==> src/rtl/mem_port_arbiter.sv <==
// Single-port memory arbiter: shares one memory between the CPU and the loader/debug port
// through a fixed IDLE -> ISSUE -> WAIT -> DONE sequence with a configurable read latency.
module mem_port_arbiter #(
    parameter int ADDR_W  = 32,
    parameter int DATA_W  = 32,
    parameter int MEM_LAT = 2
) (
    input  logic              clk,
    input  logic              rst_n,
    input  logic              cpu_req,
    input  logic              cpu_we,
    input  logic [ADDR_W-1:0] cpu_addr,
    input  logic [DATA_W-1:0] cpu_wdata,
    output logic [DATA_W-1:0] cpu_rdata,
    output logic              cpu_ack,
    output logic              cpu_stall,
    input  logic              ldr_req,
    input  logic              ldr_we,
    input  logic [ADDR_W-1:0] ldr_addr,
    input  logic [DATA_W-1:0] ldr_wdata,
    output logic [DATA_W-1:0] ldr_rdata,
    output logic              ldr_ack,
    input  logic              ldr_lock,
    output logic              mem_en,
    output logic              mem_we,
    output logic [ADDR_W-1:0] mem_addr,
    output logic [DATA_W-1:0] mem_wdata,
    input  logic [DATA_W-1:0] mem_rdata,
    output logic [1:0]        owner
);

    localparam logic [1:0] S_IDLE  = 2'd0;
    localparam logic [1:0] S_ISSUE = 2'd1;
    localparam logic [1:0] S_WAIT  = 2'd2;
    localparam logic [1:0] S_DONE  = 2'd3;

    localparam logic [1:0] OWN_NONE = 2'b00;
    localparam logic [1:0] OWN_CPU  = 2'b01;
    localparam logic [1:0] OWN_LDR  = 2'b10;

    localparam logic [3:0] LAT_M1 = 4'(MEM_LAT - 1);

    logic [1:0]        state_q, state_d;
    logic [1:0]        owner_q, owner_d;
    logic              last_ldr_q, last_ldr_d;
    logic              we_q, we_d;
    logic [ADDR_W-1:0] addr_q, addr_d;
    logic [DATA_W-1:0] wdata_q, wdata_d;
    logic [3:0]        cnt_q, cnt_d;
    logic [DATA_W-1:0] cpu_rdata_q, cpu_rdata_d;
    logic [DATA_W-1:0] ldr_rdata_q, ldr_rdata_d;
    logic              cpu_elig;
    logic              grant_cpu;
    logic              grant_ldr;

    // The CPU is only eligible while the loader holds no lock; ties go to whoever did not own last.
    always_comb begin
        cpu_elig  = cpu_req & ~ldr_lock;
        grant_cpu = 1'b0;
        grant_ldr = 1'b0;
        if (cpu_elig && ldr_req) begin
            grant_ldr = ~last_ldr_q;
            grant_cpu = last_ldr_q;
        end else begin
            grant_cpu = cpu_elig;
            grant_ldr = ldr_req;
        end
    end

    always_comb begin
        state_d     = state_q;
        owner_d     = owner_q;
        last_ldr_d  = last_ldr_q;
        we_d        = we_q;
        addr_d      = addr_q;
        wdata_d     = wdata_q;
        cnt_d       = cnt_q;
        cpu_rdata_d = cpu_rdata_q;
        ldr_rdata_d = ldr_rdata_q;
        case (state_q)
            S_IDLE: begin
                if (grant_cpu) begin
                    state_d = S_ISSUE;
                    owner_d = OWN_CPU;
                    we_d    = cpu_we;
                    addr_d  = cpu_addr;
                    wdata_d = cpu_wdata;
                end else if (grant_ldr) begin
                    state_d = S_ISSUE;
                    owner_d = OWN_LDR;
                    we_d    = ldr_we;
                    addr_d  = ldr_addr;
                    wdata_d = ldr_wdata;
                end
            end
            S_ISSUE: begin
                cnt_d   = LAT_M1;
                state_d = S_WAIT;
            end
            S_WAIT: begin
                if (cnt_q == 4'd0) begin
                    if (!we_q && owner_q == OWN_CPU) cpu_rdata_d = mem_rdata;
                    if (!we_q && owner_q == OWN_LDR) ldr_rdata_d = mem_rdata;
                    state_d = S_DONE;
                end else begin
                    cnt_d = cnt_q - 4'd1;
                end
            end
            default: begin
                last_ldr_d = (owner_q == OWN_LDR);
                owner_d    = OWN_NONE;
                state_d    = S_IDLE;
            end
        endcase
    end

    // last_ldr resets to 1 so the CPU wins the first tie after reset.
    always_ff @(posedge clk or negedge rst_n) begin
        if (!rst_n) begin
            state_q     <= S_IDLE;
            owner_q     <= OWN_NONE;
            last_ldr_q  <= 1'b1;
            we_q        <= 1'b0;
            addr_q      <= '0;
            wdata_q     <= '0;
            cnt_q       <= 4'd0;
            cpu_rdata_q <= '0;
            ldr_rdata_q <= '0;
        end else begin
            state_q     <= state_d;
            owner_q     <= owner_d;
            last_ldr_q  <= last_ldr_d;
            we_q        <= we_d;
            addr_q      <= addr_d;
            wdata_q     <= wdata_d;
            cnt_q       <= cnt_d;
            cpu_rdata_q <= cpu_rdata_d;
            ldr_rdata_q <= ldr_rdata_d;
        end
    end

    assign mem_en    = (state_q == S_ISSUE);
    assign mem_we    = mem_en & we_q;
    assign mem_addr  = addr_q;
    assign mem_wdata = wdata_q;
    assign owner     = owner_q;
    assign cpu_ack   = (state_q == S_DONE) && (owner_q == OWN_CPU);
    assign ldr_ack   = (state_q == S_DONE) && (owner_q == OWN_LDR);
    assign cpu_stall = cpu_req & ~cpu_ack;
    assign cpu_rdata = cpu_rdata_q;
    assign ldr_rdata = ldr_rdata_q;

endmodule

==> config.mk <==
export PLATFORM = sky130hd
export DESIGN_NAME = mem_port_arbiter
export DESIGN_NICKNAME = d
export VERILOG_FILES = /design/src/rtl/mem_port_arbiter.sv
export SDC_FILE = /design/constraint.sdc
export NUM_CORES = 1
export LEC_CHECK = 0
export ABC_AREA = 1
export CAP_MARGIN = 20
export CORE_AREA = 2 2 122 136
export CTS_CLUSTER_SIZE = 20
export DETAILED_ROUTE_END_ITERATION = 12
export DIE_AREA = 0 0 124 138
export HOLD_SLACK_MARGIN = 0.1
export PLACE_DENSITY = 0.79
export SLEW_MARGIN = 25
export SYNTH_ARGS = -nofsm -noshare
export SYNTH_HDL_FRONTEND = slang
export SYNTH_SLANG_ARGS = --single-unit
==> constraint.sdc <==
create_clock -name clk -period 1.6 [get_ports clk]
set_input_delay 0.32 -clock clk [delete_from_list [all_inputs] [get_ports clk]]
set_output_delay 0.32 -clock clk [all_outputs]
set_load 0.01 [all_outputs]
### Word level (Yosys, flattened, before mapping)

Cells that the tools add are included.

* equal/unequal tests: 8
* bitwise gates (word level): 7
* $add $sub $neg: 1
* reductions and logical operators: 18
* mux-type cells: 17

Operators with widths (number)
* 32-bit two-way mux: 4
* 2-bit two-way mux: 5
* 4-bit one-hot mux with 2 select lines: 1
* 2-bit AND reduction: 4
* 2-bit == test (second input constant): 3
* 2-bit one-hot mux with 3 select lines: 1
* 3-bit AND reduction: 2
* 1-bit logical AND: 5
* 2-bit by 1-bit == test with 1-bit output (second input constant): 2
* 4-bit logical NOT: 1
* 1-bit two-way mux: 4
* 4-bit two-way mux: 1
* 2-bit != test (second input constant): 2
* 1-bit NOT: 4
* 2-bit one-hot mux with 2 select lines: 1
* 2-bit nonzero test: 2
* 4-bit by 1-bit subtractor with 4-bit output (second input constant): 1
* 1-bit AND: 3
* 3-bit != test (second input constant): 1
* 3-bit OR reduction: 1
* 2-bit logical NOT: 1
* 2-bit OR reduction: 1
* 1-bit logical NOT: 1

* output and inout port bits: 135
* word-level logic and storage cells: 60
* input bits: 167
* register bits after elaboration: 138

### Depth between registers and ports, before layout

Gate-level depths: netlist of the first run.

* depth after elaboration: 7
* depth in mapped cells: 8
* mapped depth without buffers: 7

### Least setup slack after synthesis of the first run

OpenSTA, ideal clock, no wires.

* kind: register to register
* from: reg state_q[0]
* to: reg addr_q[31] (netlist: mem_addr[31])
* library setup time: 0.124 ns
* buffers on the path: 3
* stages on the path, launching flop included: 9
* setup slack: 0.159 ns
* clock period less this slack: 1.441 ns
* required time: 1.476 ns
* arrival time: 1.316 ns
* cells stage by stage: dfrtp_1 -> inv_1 -> ha_1 -> buf_2 -> a21boi_2 -> buf_6 -> buf_8 -> nand3_2 -> nand3_1

* word-level cells in the longest chain between the ends: 2

Ends and longest elaborated chain
* start: declaration: line 43 `logic [1:0] state_q, state_d;`
* start signal: assignment: line 130 `state_q <= state_d;`
* 2-bit logical NOT: line 80 `case (state_q)`
* 2-bit AND reduction (no line)
* end signal: assignment: line 134 `addr_q <= addr_d;`
* end: declaration: line 47 `logic [ADDR_W-1:0] addr_q, addr_d;`

Every way passes these cells.
A chain may end at the register's enable or synchronous reset.

### Worst setup path in the final report of the first run

* from: reg state_q[1]
* to: reg wdata_q[22] (netlist: mem_wdata[22])

* word-level cells in the longest chain between the ends: 2

Ends and longest elaborated chain
* 2-bit logical NOT: line 80
* 2-bit AND reduction (no line)
* end signal: assignment: line 135 `wdata_q <= wdata_d;`
* end: declaration: line 48 `logic [DATA_W-1:0] wdata_q, wdata_d;`

Every way passes these cells.

==> results of run 1 <==
-- timing repair --
| action | 4_1_cts | 5_1_grt |
|---|---|---|
| buffers inserted | 11 | 9 |
| resized for setup | 183 | 159 |
| endpoints found under the hold margin | 32 | 0 |
| gates cloned | 7 | 14 |
| hold buffers | 1 | 0 |
| setup endpoints to repair | 227 | 115 |
| pin swaps | 7 | 35 |
-- power by group through the flow --
stage	logic (uW)	clock network (uW)	registers [uW]
after CTS	8060	3870	5740
after detailed placement	8150	0	5810
after global routing	10400	4040	6080
after global placement	7960	0	5780
after floorplan	2970	0	6410
final	9740	3830	5920
-- worst max path at each step --
| stage | startpoint | end | cells past startpoint |
|---|---|---|---|
| 2_1_floorplan | state_q[0]$_DFFE_PN0P_ | mem_addr[31]$_DFFE_PN0P_ | 8 |
| 3_3_place_gp | cpu_req | cpu_stall | 4 |
| 3_5_place_dp | cpu_req | cpu_stall | 4 |
| 4_1_cts | state_q[1]$_DFFE_PN0P_ | cpu_stall | 5 |
| 5_1_grt | state_q[1]$_DFFE_PN0P_ | mem_wdata[22]$_DFFE_PN0P_ | 9 |
| 6_report | state_q[1]$_DFFE_PN0P_ | mem_wdata[22]$_DFFE_PN0P_ | 9 |
-- logic make-up after synthesis --
logic type / after synthesis / synth area share
AO/OA/AOI/OAI: 77 / 0.0624
buffers and inverters: 106 / 0.0847
adder cells (fa/ha/maj): 7 / 0.0138
AND/OR/NAND/NOR: 361 / 0.293
XOR/XNOR: 1 / 0.00138
flip-flops: 138 / 0.545
-- layer usage --
layer / part of all wire / up-vias / global-route usage / wire length (um)
met5: 0 / - / 0 / 0
met4: 0.033 / 0 / 0.110 / 827
met3: 0.066 / 64 / 0.0532 / 1630
met2: 0.52 / 334 / 0.444 / 12900
met1: 0.38 / 3279 / 0.328 / 9460
li1: - / 3076 / - / -
-- sequential cells by signal, summed over array words and instances, names as in the netlist --
name	flops
cnt_q	4
cpu_rdata	32
last_ldr_q	1
ldr_rdata	32
mem_addr	32
mem_wdata	32
owner	2
state_q	2
we_q	1
-- through the flow --
step	total power [uW]	TNS, ns
after floorplan	9380	0
after detailed placement	14000	-9.46
after CTS	17700	-0.321
after global placement	13700	-6.47
after global routing	20500	-9.27
final	19500	-3.71
-- cell usage after synthesis, drive strengths merged --
cell and number:
a21boi 1, a21oi 1, buf 47, clkbuf 8, dfrtp 137, dfstp 1
ha 7, inv 51, nand2 154, nand3 135, nand4 65, nor2 7
o21ai 75, xnor2 1
-- worst max-delay path, stage by stage (launching register included) --
cell and delay, ns:
dfrtp_2 0.42, inv_2 0.08, buf_6 0.12, ha_4 0.16, buf_12 0.12, buf_12 0.14, o21ai_4 0.19, clkbuf_16 0.27
nand2_1 0.07, nand3_1 0.08
-- final cells by class --
cell class / instances / area share
Sequential cell: 138 / 0.300
Timing Repair Buffer: 385 / 0.356
Multi-Input combinational cell: 447 / 0.254
Clock buffer: 20 / 0.0397
Clock inverter: 12 / 0.00990
Inverter: 51 / 0.0175
Tap cell: 204 / 0.0222
==> impl_metrics.csv, run 1 <==
group,metric,value,unit
detailed_routing,drt_first_iter_violations,483,
worst_setup_path,endpoint_kind,"register",
worst_setup_path,arrival,2.07,ns
detailed_routing,first_pass_iters,5,
detailed_routing,vias,6753,
worst_setup_path,cp_max_fo,11,
timing,fmaxAchievable,585,MHz
job,maxCapViolCount,0,
global_route,first_global_vias,6476,
clocking,cts_buffer_depth,2,
global_route,grt_max_degree,39,
detailed_routing,antenna_left,0,
worst_setup_path,r2r_start,"state_q[1]$_DFFE_PN0P_",
timing,fin_crit_sh,1.07,
power,p_clk_frac,0.197,
synthesis,synth_top_area_cell,"dfrtp_1",
timing,max_slew_margin,0.675,
synthesis,yosysUniqueCellTypes,25,
outcome,violations,"setup timing",
final_layout,layoutNonFillerInstCount,1257,
detailed_routing,route.detailed.drc,0,
floorplanning,die_area,0.0171,mm2
timing,fin_crit,1.71,ns
detailed_routing,wl_per_cell,19.7,um
final_layout,final_layout_size_suffix_gt1_frac,0.267,
synthesis,avgSynthCellArea,9.18,um2
floorplanning,die_x,124,um
place,hpwl,15.2,mm
clocking,clock_sinks,138,
final_layout,diodes,0,
floorplanning,die_h,138,um
power,ir_drop,900,uV
timing,slew_viol_final,0,
global_route,grt_overflow,0,
synthesis,synth_seq_area_share,0.545,
final_layout,multi_input_area,0.00292,mm2
power,p_sw_frac,0.386,
timing,fin_ws,-0.110,ns
clocking,htree_levels,4,
clocking,clk_pin_slew,0.06,ns
power,p_per_area,1690,mW/mm2
synthesis,synth_top_area_frac,0.541,
timing,final-setup-viol-count,81,
synthesis,syn_nets,864,
clocking,cts_tree,"yes",
synthesis,syn_inst,690,
power,pwr-share-seq,0.303,
timing,rsz0062_at_grt,"true",
final_layout,fillers,1157,
synthesis,syn_area,0.00634,mm2
synthesis,ys_top_cells_by_area,"dfrtp_1, nand2_1, nand3_1",
power,p_int,12000,uW
global_route,antenna_found_initial,0,
floorplanning,rows,49,
clocking,cts_root_buf,"clkbuf_16",
place,dp.cells,1185,
floorplanning,ios,302,
power,netSwitchingPower,7530,uW
worst_hold_path,hp-class,"in -> async",
worst_setup_path,rr_worst_depth,9,
final_layout,final_cell_mix,"clkdlybuf4s50_1, dfrtp_1, dlygate4sd2_1",
worst_setup_path,setup.worst_path.class,"reg -> reg",
global_route,grt_pass1_wl,34.9,mm
worst_setup_path,rrSetupSlack,-0.11,ns
floorplanning,core,0.0159,mm2
final_layout,register_area,0.00346,mm2
global_route,grt_usage,0.264,
worst_setup_path,worstSetupStartpointType,"register",
clocking,insertion_delay,0.42,ns
place,place_area,0.00980,mm2
outcome,status,"finished, violations left",
worst_setup_path,r2r_end,"mem_wdata[22]$_DFFE_PN0P_",
final_layout,fin_nets,1214,
floorplanning,start_util,0.398,
final_layout,fin_area,0.0115,mm2
clocking,cts-buffers-inserted,17,
timing,worst_pin_slew,0.486,ns
power,comb_power_share,0.500,
power,leakage,0.00539,uW
final_layout,post-route-util,0.722,
place,io_buffers,301,
place,gp_congestion,0.889,
detailed_routing,totalWireLength,24.8,mm
synthesis,yosysWarningCount,0,
worst_setup_path,crit_required,1.96,ns
timing,hold_ws,0.381,ns
timing,hold_viol_final,0,
place,pre_cts_ws,-0.188,ns
detailed_routing,viasPerCell,5.37,
timing,finClkSkew,0.00818,ns
final_layout,area_delta_synth_final,81.5,%
final_layout,final_common_cell,"clkdlybuf4s50_1",
synthesis,synth-seq-cells,138,
(Power assumes the default switching activity.)
==> run 2, diff against run 1 <==
- CORE_AREA: 2 2 122 136 -> 10 10 113 166
- DIE_AREA: 0 0 124 138 -> 0 0 123 176
==> run 2 against run 1 <==
The run still ends with setup timing left. Sequential power is 3% lower. Via count is 2.8% lower. Register-to-register slack hardly changed. Largest cell class unchanged. First-iteration DRC count is 13% higher.
==> impl_metrics.csv, run 2 (synthesized netlist as in run 1, its figures left out) <==
group,metric,value,unit
outcome,status,"finished, violations left",
outcome,violations,"setup timing",
timing,max_slew_margin,0.685,
timing,hold_ws,0.421,ns
place,pre_cts_ws,-0.178,ns
floorplanning,die_h,176,um
final_layout,area_delta_synth_final,69.1,%
floorplanning,rows,57,
timing,fin_crit,1.71,ns
worst_setup_path,rr_worst_depth,10,
detailed_routing,vias,6564,
floorplanning,core,0.0159,mm2
worst_setup_path,setup.worst_path.class,"reg -> reg",
timing,hold_viol_final,0,
global_route,grt_pass1_wl,34.6,mm
worst_setup_path,arrival,2.01,ns
clocking,cts_root_buf,"clkbuf_16",
global_route,use_met2,0.350,
worst_setup_path,endpoint_kind,"register",
worst_setup_path,rrSetupSlack,-0.11,ns
clocking,insertion_delay,0.42,ns
detailed_routing,drt_first_iter_violations,546,
final_layout,layoutNonFillerInstCount,1236,
worst_setup_path,cp_max_fo,6,
power,ir_drop,976,uV
worst_setup_path,r2r_end,"cpu_rdata[10]$_DFFE_PN0P_",
global_route,first_global_vias,6270,
final_layout,fillers,1231,
place,io_buffers,301,
detailed_routing,antenna_left,0,
detailed_routing,viasPerCell,5.31,
clocking,cts_buffer_depth,2,
clocking,cts-buffers-inserted,17,
detailed_routing,totalWireLength,25.6,mm
timing,worst_pin_slew,0.473,ns
global_route,grt_max_degree,50,
clocking,clk_pin_slew,0.07,ns
detailed_routing,wl_per_cell,20.7,um
timing,fin_crit_sh,1.07,
floorplanning,die_area,0.0216,mm2
final_layout,final_common_cell,"clkdlybuf4s50_1",
final_layout,final_layout_size_suffix_gt1_frac,0.162,
clocking,htree_levels,4,
global_route,use_met3,0.0550,
worst_setup_path,crit_required,1.90,ns
power,p_per_area,1610,mW/mm2
worst_setup_path,r2r_start,"state_q[0]$_DFFE_PN0P_",
floorplanning,ios,302,
final_layout,final_cell_mix,"clkdlybuf4s50_1, nand2_1, dfrtp_1",
global_route,grt_overflow,0,
timing,slew_viol_final,0,
floorplanning,start_util,0.398,
detailed_routing,route.detailed.drc,0,
clocking,clock_sinks,138,
worst_setup_path,cp-endpoint,"cpu_rdata[10]$_DFFE_PN0P_",
floorplanning,die_x,123,um
timing,fin_ws,-0.106,ns
timing,rsz0062_at_grt,"true",
clocking,cts_tree,"yes",
timing,finClkSkew,0.0108,ns
worst_hold_path,hp-class,"in -> async",
worst_setup_path,worstSetupStartpointType,"register",
global_route,grt.busiest_layer,"met2",
global_route,antenna_found_initial,2,
worst_setup_path,startpoint,"state_q[0]$_DFFE_PN0P_",
timing,finalSetupTns,-2.43,ns
power,leakage,0.00501,uW
timing,final-setup-viol-count,83,
timing,fmaxAchievable,586,MHz
place,dp.cells,1179,
final_layout,fin_nets,1190,
place,hpwl,16.9,mm
global_route,grt_usage,0.204,
job,maxCapViolCount,0,
global_route,met1_usage,0.233,
detailed_routing,first_pass_iters,5,
place,gp_congestion,0.795,
-- run 2: cell count changes in the layout (fill, tap and decap cells not counted), sizes merged --
cell	delta
clkbuf	-3
bufinv	-1
o21ai	-1
buf	-23
clkinvlp	-1
nand2	+1
clkinv	+1
diode	+1
inv	+3
-- run 2: through the flow --
| step | total power, uW | area (um2) | util |
|---|---|---|---|
| floorplan | 9380 | 6340 | - |
| global placement | 13800 | 9750 | 0.613 |
| detailed placement | 14000 | 9750 | 0.613 |
| CTS | 16900 | 10200 | 0.641 |
| global route | 18300 | 10700 | 0.674 |
| finish | 17300 | 10700 | 0.674 |
-- run 2: area by class of cell --
cell class                      count  area [um2]  share of cell area
Timing Repair Buffer              361        3720               0.347
Tap cell                          206         258              0.0241
Sequential cell                   138        3450               0.322
Antenna cell                        1        2.50            0.000234
Inverter                           51         196              0.0183
Clock inverter                     14         129              0.0120
Multi-Input combinational cell    447        2530               0.236
Clock buffer                       18         429              0.0400
-- run 2: critical path, cell delays in order (launching register included) --
cell       delay [ns]
dfrtp_1          0.41
buf_4            0.16
inv_2            0.07
ha_4             0.15
nand2_4          0.07
nor2_4           0.20
buf_12           0.14
nand2_8          0.09
clkbuf_16        0.17
nand2_1          0.06
o21ai_1          0.07
-- run 2: how the worst min path moves through the flow --
stage / from / cells past startpoint / to
after floorplan: rst_n / 0 / cnt_q[0]$_DFFE_PN0P_
after global placement: rst_n / 1 / ldr_rdata[11]$_DFFE_PN0P_
after detailed placement: rst_n / 1 / ldr_rdata[11]$_DFFE_PN0P_
after CTS: rst_n / 2 / mem_wdata[7]$_DFFE_PN0P_
after global routing: rst_n / 2 / mem_wdata[9]$_DFFE_PN0P_
final: rst_n / 2 / mem_wdata[9]$_DFFE_PN0P_
-- run 2: timing repair --
| action | 4_1_cts | 5_1_grt |
|---|---|---|
| gates cloned | 0 | 16 |
| pin swaps | 4 | 7 |
| gates resized for setup | 161 | 47 |
| endpoints found under the hold margin | 38 | 0 |
| hold buffers | 1 | 0 |
| setup buffers | 4 | 3 |
| setup endpoints to repair | 158 | 139 |
-- run 2: where the power goes --
| part | total (uW) | switching [uW] | internal, uW |
|---|---|---|---|
| Clock | 3770 | 1720 | 2050 |
| Combinational | 7760 | 4280 | 3480 |
| Sequential | 5760 | 806 | 4960 |
| Total | 17300 | 6810 | 10500 |
-- run 2: metal layers --
layer	vias up	routed length, um	part of all wire
met2	303	13300	0.52
met4	2	978	0.038
met5	-	13	0.00051
li1	3005	-	-
met3	58	2000	0.078
met1	3196	9270	0.36
